### src/rtl/intr_ctrl_pkg.sv
// Shared constants for the interrupt controller: register map,
// FSM encodings and CLAIM word layout.
package intr_ctrl_pkg;

    localparam logic [2:0] INTC_REG_MASK   = 3'd0;
    localparam logic [2:0] INTC_REG_MODE   = 3'd1;
    localparam logic [2:0] INTC_REG_PEND   = 3'd2;
    localparam logic [2:0] INTC_REG_CLAIM  = 3'd3;
    localparam logic [2:0] INTC_REG_EOI    = 3'd4;
    localparam logic [2:0] INTC_REG_STATUS = 3'd5;

    localparam int INTC_CLAIM_VALID_BIT = 31;

    typedef enum logic [1:0] {
        INTC_IDLE    = 2'b00,
        INTC_REQ     = 2'b01,
        INTC_SERVICE = 2'b10
    } intc_state_e;

    function automatic logic [31:0] intc_claim_word(
        input logic       valid,
        input logic [3:0] id
    );
        logic [31:0] w;
        w = '0;
        w[INTC_CLAIM_VALID_BIT] = valid;
        w[3:0] = id;
        return w;
    endfunction

endpackage

### src/rtl/intr_prio_enc.sv
// Fixed-priority encoder: lowest set request index wins.
// Combinational; id is 0 when nothing is requested.
module intr_prio_enc #(
    parameter int N = 8
) (
    input  logic [N-1:0] req_i,
    output logic         valid_o,
    output logic [3:0]   id_o
);

    always_comb begin
        valid_o = 1'b0;
        id_o    = '0;
        for (int i = N - 1; i >= 0; i--) begin
            if (req_i[i]) begin
                valid_o = 1'b1;
                id_o    = 4'(i);
            end
        end
    end

endmodule

### src/rtl/intr_ctrl.sv
// Programmable interrupt controller: per-source mask/mode/pending,
// fixed-priority claim/EOI handshake and a registered CPU request.
import intr_ctrl_pkg::*;

module intr_ctrl #(
    parameter int NSRC        = 8,
    parameter int SYNC_STAGES = 2
) (
    input  logic            clk,
    input  logic            nrst,
    input  logic [NSRC-1:0] i_src,
    output logic            o_intr,
    input  logic [2:0]      i_addr,
    input  logic            i_cmd,
    input  logic            i_rnw,
    input  logic [31:0]     i_wdata,
    output logic [31:0]     o_rdata,
    output logic            o_rdy,
    output logic [3:0]      o_active_id
);

    logic [NSRC-1:0] src_s;

    for (genvar s = 0; s < NSRC; s++) begin : g_sync
        logic [SYNC_STAGES-1:0] chain_q;
        always_ff @(posedge clk or negedge nrst) begin
            if (!nrst) chain_q <= '0;
            else       chain_q <= {chain_q[SYNC_STAGES-2:0], i_src[s]};
        end
        assign src_s[s] = chain_q[SYNC_STAGES-1];
    end

    logic [NSRC-1:0] mask_q, mask_d;
    logic [NSRC-1:0] mode_q, mode_d;
    logic [NSRC-1:0] pend_q, pend_d;
    logic [NSRC-1:0] prev_q;
    intc_state_e     state_q, state_d;
    logic [3:0]      active_q, active_d;
    logic            intr_q;
    logic            rdy_q;
    logic [31:0]     rdata_q, rdata_d;

    logic            wr, rd;
    logic [NSRC-1:0] cand;
    logic            win_v;
    logic [3:0]      win_id;
    logic            claim_hit, eoi_hit;
    logic [NSRC-1:0] rise, w1c, claim_clr;

    assign wr   = i_cmd & ~i_rnw;
    assign rd   = i_cmd & i_rnw;
    assign cand = pend_q & ~mask_q;

    intr_prio_enc #(.N(NSRC)) u_prio (
        .req_i   (cand),
        .valid_o (win_v),
        .id_o    (win_id)
    );

    assign claim_hit = rd && (i_addr == INTC_REG_CLAIM)
                       && (state_q == INTC_REQ) && win_v;
    assign eoi_hit   = wr && (i_addr == INTC_REG_EOI)
                       && (state_q == INTC_SERVICE);

    assign rise      = src_s & ~prev_q;
    assign w1c       = (wr && i_addr == INTC_REG_PEND) ?
                       i_wdata[NSRC-1:0] : '0;
    assign claim_clr = claim_hit ? (NSRC'(1) << win_id) : '0;

    // Edge bits: a fresh rising edge beats any clear in the same cycle.
    assign pend_d = (mode_q & ((pend_q & ~w1c & ~claim_clr) | rise))
                  | (~mode_q & src_s);

    always_comb begin
        mask_d = mask_q;
        mode_d = mode_q;
        if (wr && i_addr == INTC_REG_MASK) mask_d = i_wdata[NSRC-1:0];
        if (wr && i_addr == INTC_REG_MODE) mode_d = i_wdata[NSRC-1:0];
    end

    always_comb begin
        rdata_d = '0;
        if (rd) begin
            case (i_addr)
                INTC_REG_MASK:   rdata_d = 32'(mask_q);
                INTC_REG_MODE:   rdata_d = 32'(mode_q);
                INTC_REG_PEND:   rdata_d = 32'(pend_q);
                INTC_REG_CLAIM:  rdata_d = claim_hit ?
                                 intc_claim_word(1'b1, win_id) : '0;
                INTC_REG_STATUS: rdata_d = {26'd0, state_q, active_q};
                default:         rdata_d = '0;
            endcase
        end
    end

    always_comb begin
        state_d  = state_q;
        active_d = active_q;
        unique case (state_q)
            INTC_IDLE: begin
                if (|cand) state_d = INTC_REQ;
            end
            INTC_REQ: begin
                if (claim_hit) begin
                    state_d  = INTC_SERVICE;
                    active_d = win_id;
                end else if (!win_v) begin
                    state_d = INTC_IDLE;
                end
            end
            INTC_SERVICE: begin
                if (eoi_hit) begin
                    state_d  = INTC_IDLE;
                    active_d = '0;
                end
            end
            default: begin
                state_d  = INTC_IDLE;
                active_d = '0;
            end
        endcase
    end

    always_ff @(posedge clk or negedge nrst) begin
        if (!nrst) begin
            mask_q   <= '1;
            mode_q   <= '0;
            pend_q   <= '0;
            prev_q   <= '0;
            state_q  <= INTC_IDLE;
            active_q <= '0;
            intr_q   <= 1'b0;
            rdy_q    <= 1'b0;
            rdata_q  <= '0;
        end else begin
            mask_q   <= mask_d;
            mode_q   <= mode_d;
            pend_q   <= pend_d;
            prev_q   <= src_s;
            state_q  <= state_d;
            active_q <= active_d;
            intr_q   <= (state_d == INTC_REQ);
            rdy_q    <= i_cmd;
            rdata_q  <= rdata_d;
        end
    end

    logic unused_wdata;
    assign unused_wdata = ^i_wdata;

    assign o_intr      = intr_q;
    assign o_rdy       = rdy_q;
    assign o_rdata     = rdata_q;
    assign o_active_id = active_q;

endmodule

### config.mk
export PLATFORM = sky130hd
export DESIGN_NAME = intr_ctrl
export DESIGN_NICKNAME = d
export VERILOG_FILES = /design/src/rtl/intr_ctrl_pkg.sv /design/src/rtl/intr_prio_enc.sv /design/src/rtl/intr_ctrl.sv
export SDC_FILE = /design/constraint.sdc
export NUM_CORES = 1
export LEC_CHECK = 0
export ABC_AREA = 1
export BUFFER_PORTS_ARGS = -buffer_cell sky130_fd_sc_hd__buf_4
export CORE_MARGIN = 1
export CORE_UTILIZATION = 31
export DETAILED_ROUTE_END_ITERATION = 12
export SLEW_MARGIN = 15
export SYNTH_ARGS = -nofsm -noshare
export SYNTH_HDL_FRONTEND = slang
export SYNTH_SLANG_ARGS = --single-unit
### constraint.sdc
create_clock -name clk -period 1.55 [get_ports clk]
set_clock_uncertainty 0.1 [all_clocks]
set_input_delay 0 -clock clk [delete_from_list [all_inputs] [get_ports clk]]
set_output_delay 0 -clock clk [all_outputs]
set_load 0.02 [all_outputs]
==> summary.md <==
| Metric | Value |
|---|---|
| Worst-case reg-to-reg path depth | 11 |
| CP endpoint kind | flip-flop |
| RSZ-0062 raised after global routing | true |
| Initial Util | 32.01% |
| Core Util, Final | 45.10% |
| Final worst path period need | 1576 ps |
| Vias in the first global route | 2264 |
| Die area | 9343 um^2 |
| Syn Area/Cell | 8.989 um^2 |
| Share of layout cells above drive strength 1 | 33.42% |
| Startpoint types | flip-flop |
| PortBufs | 36 |
| Final setup fails | 6 |
| Maximum VDD drop | between 400 and 500 uV |
| Width of the die | between 90 and 100 um |
| Chip height | about 97 um |
| RD Place Congestion | 0.8293 |
| Synth top area share | 50.45% |
| Drt first pass iters | 8 |
| Maximum clock insertion buffer count | 2 |
| Synth Warn # | 0 |
| Largest net degree at the start of global routing | 37 |
| Critical Path Fanout Max | 4 |
| # DRC | 1 |
| Critical path data required time | 1730 ps |
| Hold crit path type | in -> async |
| Clk root buf | clkbuf_8 |
| Violated checks | design-rule violations, negative setup slack |
| Final WS setup | -26.36 ps |
| DP Wirelength | 4369 um |
| Clock transition at the registers of the reported paths | 60 ps |
| Gr ovfl total | 0 |
| Reg-to-reg slack, setup | -30 ps |
| Pins Over Slew Limit | 0 |
| RR Startpoint | mask_q[5] |
| Vias | 2228 |
| Yosys cell types | 28 |
| Cells after Synth | 309 |
| Post-synth top area cell | dfrtp_1 |
| Wire length per cell | 12.49 um |
| Post-synth EDFFs | 0 |
| F_max | 0.6344 GHz |
| Primary FF master, synth | dfrtp_1 |
| Worst R2R End | o_active_id[2] |
| Worst endpoint data arrival time | around 1800 ps |
| CTS Buf Count | 9 |
| Clock sinks | between 60 and 70 |
| H-tree depth | 3 |
| Top cell by count, worst path | nand2_1 |
| Seq cells post-synth | 64 |
| Final wirelength | 6434 um |
| Synth area leaders | dfrtp_1 (50%), nand2_1 (14%), dfstp_2 (7.6%) |
| Leak | 1.965 nW |
| Final Hold Fails | 0 |
| Max-capacitance violation count | 0 |
| Status | finished with violations |
| Ant diodes | 0 |
| Period Utilization, post-route | 101.7% |
| Top post-synthesis cells by count | nand2_1 (102), dfrtp_1 (56), inv_1 (38) |
| Nets@finish | 449 |
| Ys async rst share | 100.0% |
| Starting DRC count in detailed routing | 103 |
| Ports | 85 |
| Routed Antenna Nets | 0 |
| Skew-Pair Late Insertion Delay | 340 ps |
| Most instantiated library cell after synthesis | nand2_1 |
| Synthesis-to-layout area growth | 40.90% |
| Via/cell ratio | 4.326 |
| Core area | 8678 um^2 |
| PD cells | approximately 1200 nW/um^2 |
| CP max stage delay | roughly 530 ps |
| CTS tree | built |
| Sequential share of the synthesized area | 58.02% |
| Total track usage | 14.71% |
| Crit path kind | reg -> reg |
| Initial antenna violation count | 0 |
| Rows | 34 |
| WHS | 29.64 ps |
| First-pass GRT wire length | 10560 um |
| Synthesized area | around 2800 um^2 |
| Cell chain of the critical path | inv_1 > nand2_2 > nand2_1 > inv_2 > buf_4 > nand3_4 > nand2_4 > inv_4 > o21ai_4 > nand2_1 > nand2_1 |
| Max stage delay cell, worst path | dfstp_2 |
-- cells in the final DEF, fill, tap and decap left out, types with 2 or more instances in the layout --
cell | netlist | routed
nand2_1 | 102 | 82
buf_4 | 24 | 59
dfrtp_1 | 56 | 56
inv_1 | 38 | 29
conb_1 | 1 | 24
dlygate4sd3_1 | 0 | 22
o21ai_0 | 17 | 16
nand2_2 | 3 | 14
nand3_1 | 17 | 12
clkbuf_8 | 0 | 12
inv_2 | 4 | 11
nand2_4 | 0 | 9
dfstp_2 | 8 | 8
nand3_2 | 2 | 6
nor2_1 | 7 | 6
nand4_1 | 4 | 4
o211ai_1 | 4 | 4
nor2_4 | 2 | 3
o21ai_1 | 2 | 3
a21oi_1 | 4 | 3
buf_6 | 0 | 3
nor3_1 | 2 | 2
inv_4 | 0 | 2
a221oi_1 | 2 | 2
bufinv_16 | 0 | 2
clkbuf_1 | 0 | 2
-- per-layer routing --
layer	global-route usage [%]	share of wire, %
met1	18.22	45
met5	0	0
met2	22.97	46
met4	8.152	3.1
met3	4.335	5.7
-- how the worst max path moves through the flow --
stage	start	end	slack, ps	cells after the start
after global placement	mask_q[6]	pend_q[3]	-100	10
after detailed placement	mask_q[6]	pend_q[4]	-110	13
final	mask_q[5]	o_active_id[2]	-30	11
after CTS	mask_q[6]	pend_q[5]	-30	12
after global routing	mask_q[5]	o_active_id[2]	-140	11
after floorplan	mask_q[0]	o_active_id[2]	70	10
-- registers in the layout, summed over array words and instances, names as in the netlist --
register / flops
prev_q: 8
o_rdata: 9
o_rdy: 1
mode_q: 8
state_q: 2
o_intr: 1
o_active_id: 3
g_sync.chain_q: 16
pend_q: 8
mask_q: 8
-- what timing repair did --
item | CTS | global route
setup buffers | 3 | 2
hold endpoints to repair | 100 | 0
cloned | 0 | 0
hold buffers | 22 | 0
endpoints found under the setup margin | 13 | 15
gates resized for setup | 25 | 31
pin swaps | 6 | 17
-- final cells by class --
cell class	count	area, um^2
fillers	819	4765
flip-flops and latches	64	1612
multi-input cells	200	1055
repair buffers	85	716.9
clock buffers	14	172.7
inverters	42	162.7
well taps	108	135.1
clock inverters	2	60.06
-- critical path, delay by kind of cell (launching register included) --
| kind | cells | cell delay [ps] |
|---|---|---|
| compound gates | 1 | 140 |
| flops | 1 | 530 |
| buf+inv | 4 | 300 |
| simple gates | 6 | 450 |
-- power breakdown --
group	internal, mW	switching, mW
sequential	1.88	0.141
combinational	0.430	0.575
clock	1.04	0.610
-- cell families (layout without fill, tap and decap cells) --
kind of cell | count (synthesis) | after routing | share of synthesized area (%)
simple gates | 141 | 141 | 21.85
other cells | 1 | 24 | 0.1350
flops | 64 | 64 | 58.02
compound gates | 35 | 35 | 7.478
buf+inv | 68 | 143 | 12.52
-- stage by stage --
step,TNS (ps),instance area [um^2],instances,total power [mW],setup slack (ps)
finish,-59.69,3914,515,4.671,-26.36
detailed placement,-637.6,3257,472,2.808,-105.0
CTS,-87.12,3792,513,4.603,-31.67
global placement,-417.2,3257,472,2.784,-103.9
global route,-1396,3914,515,4.935,-138.4
floorplan,0,2864,332,2.482,69.41
Note: power is estimated with default switching activity, not from simulation.
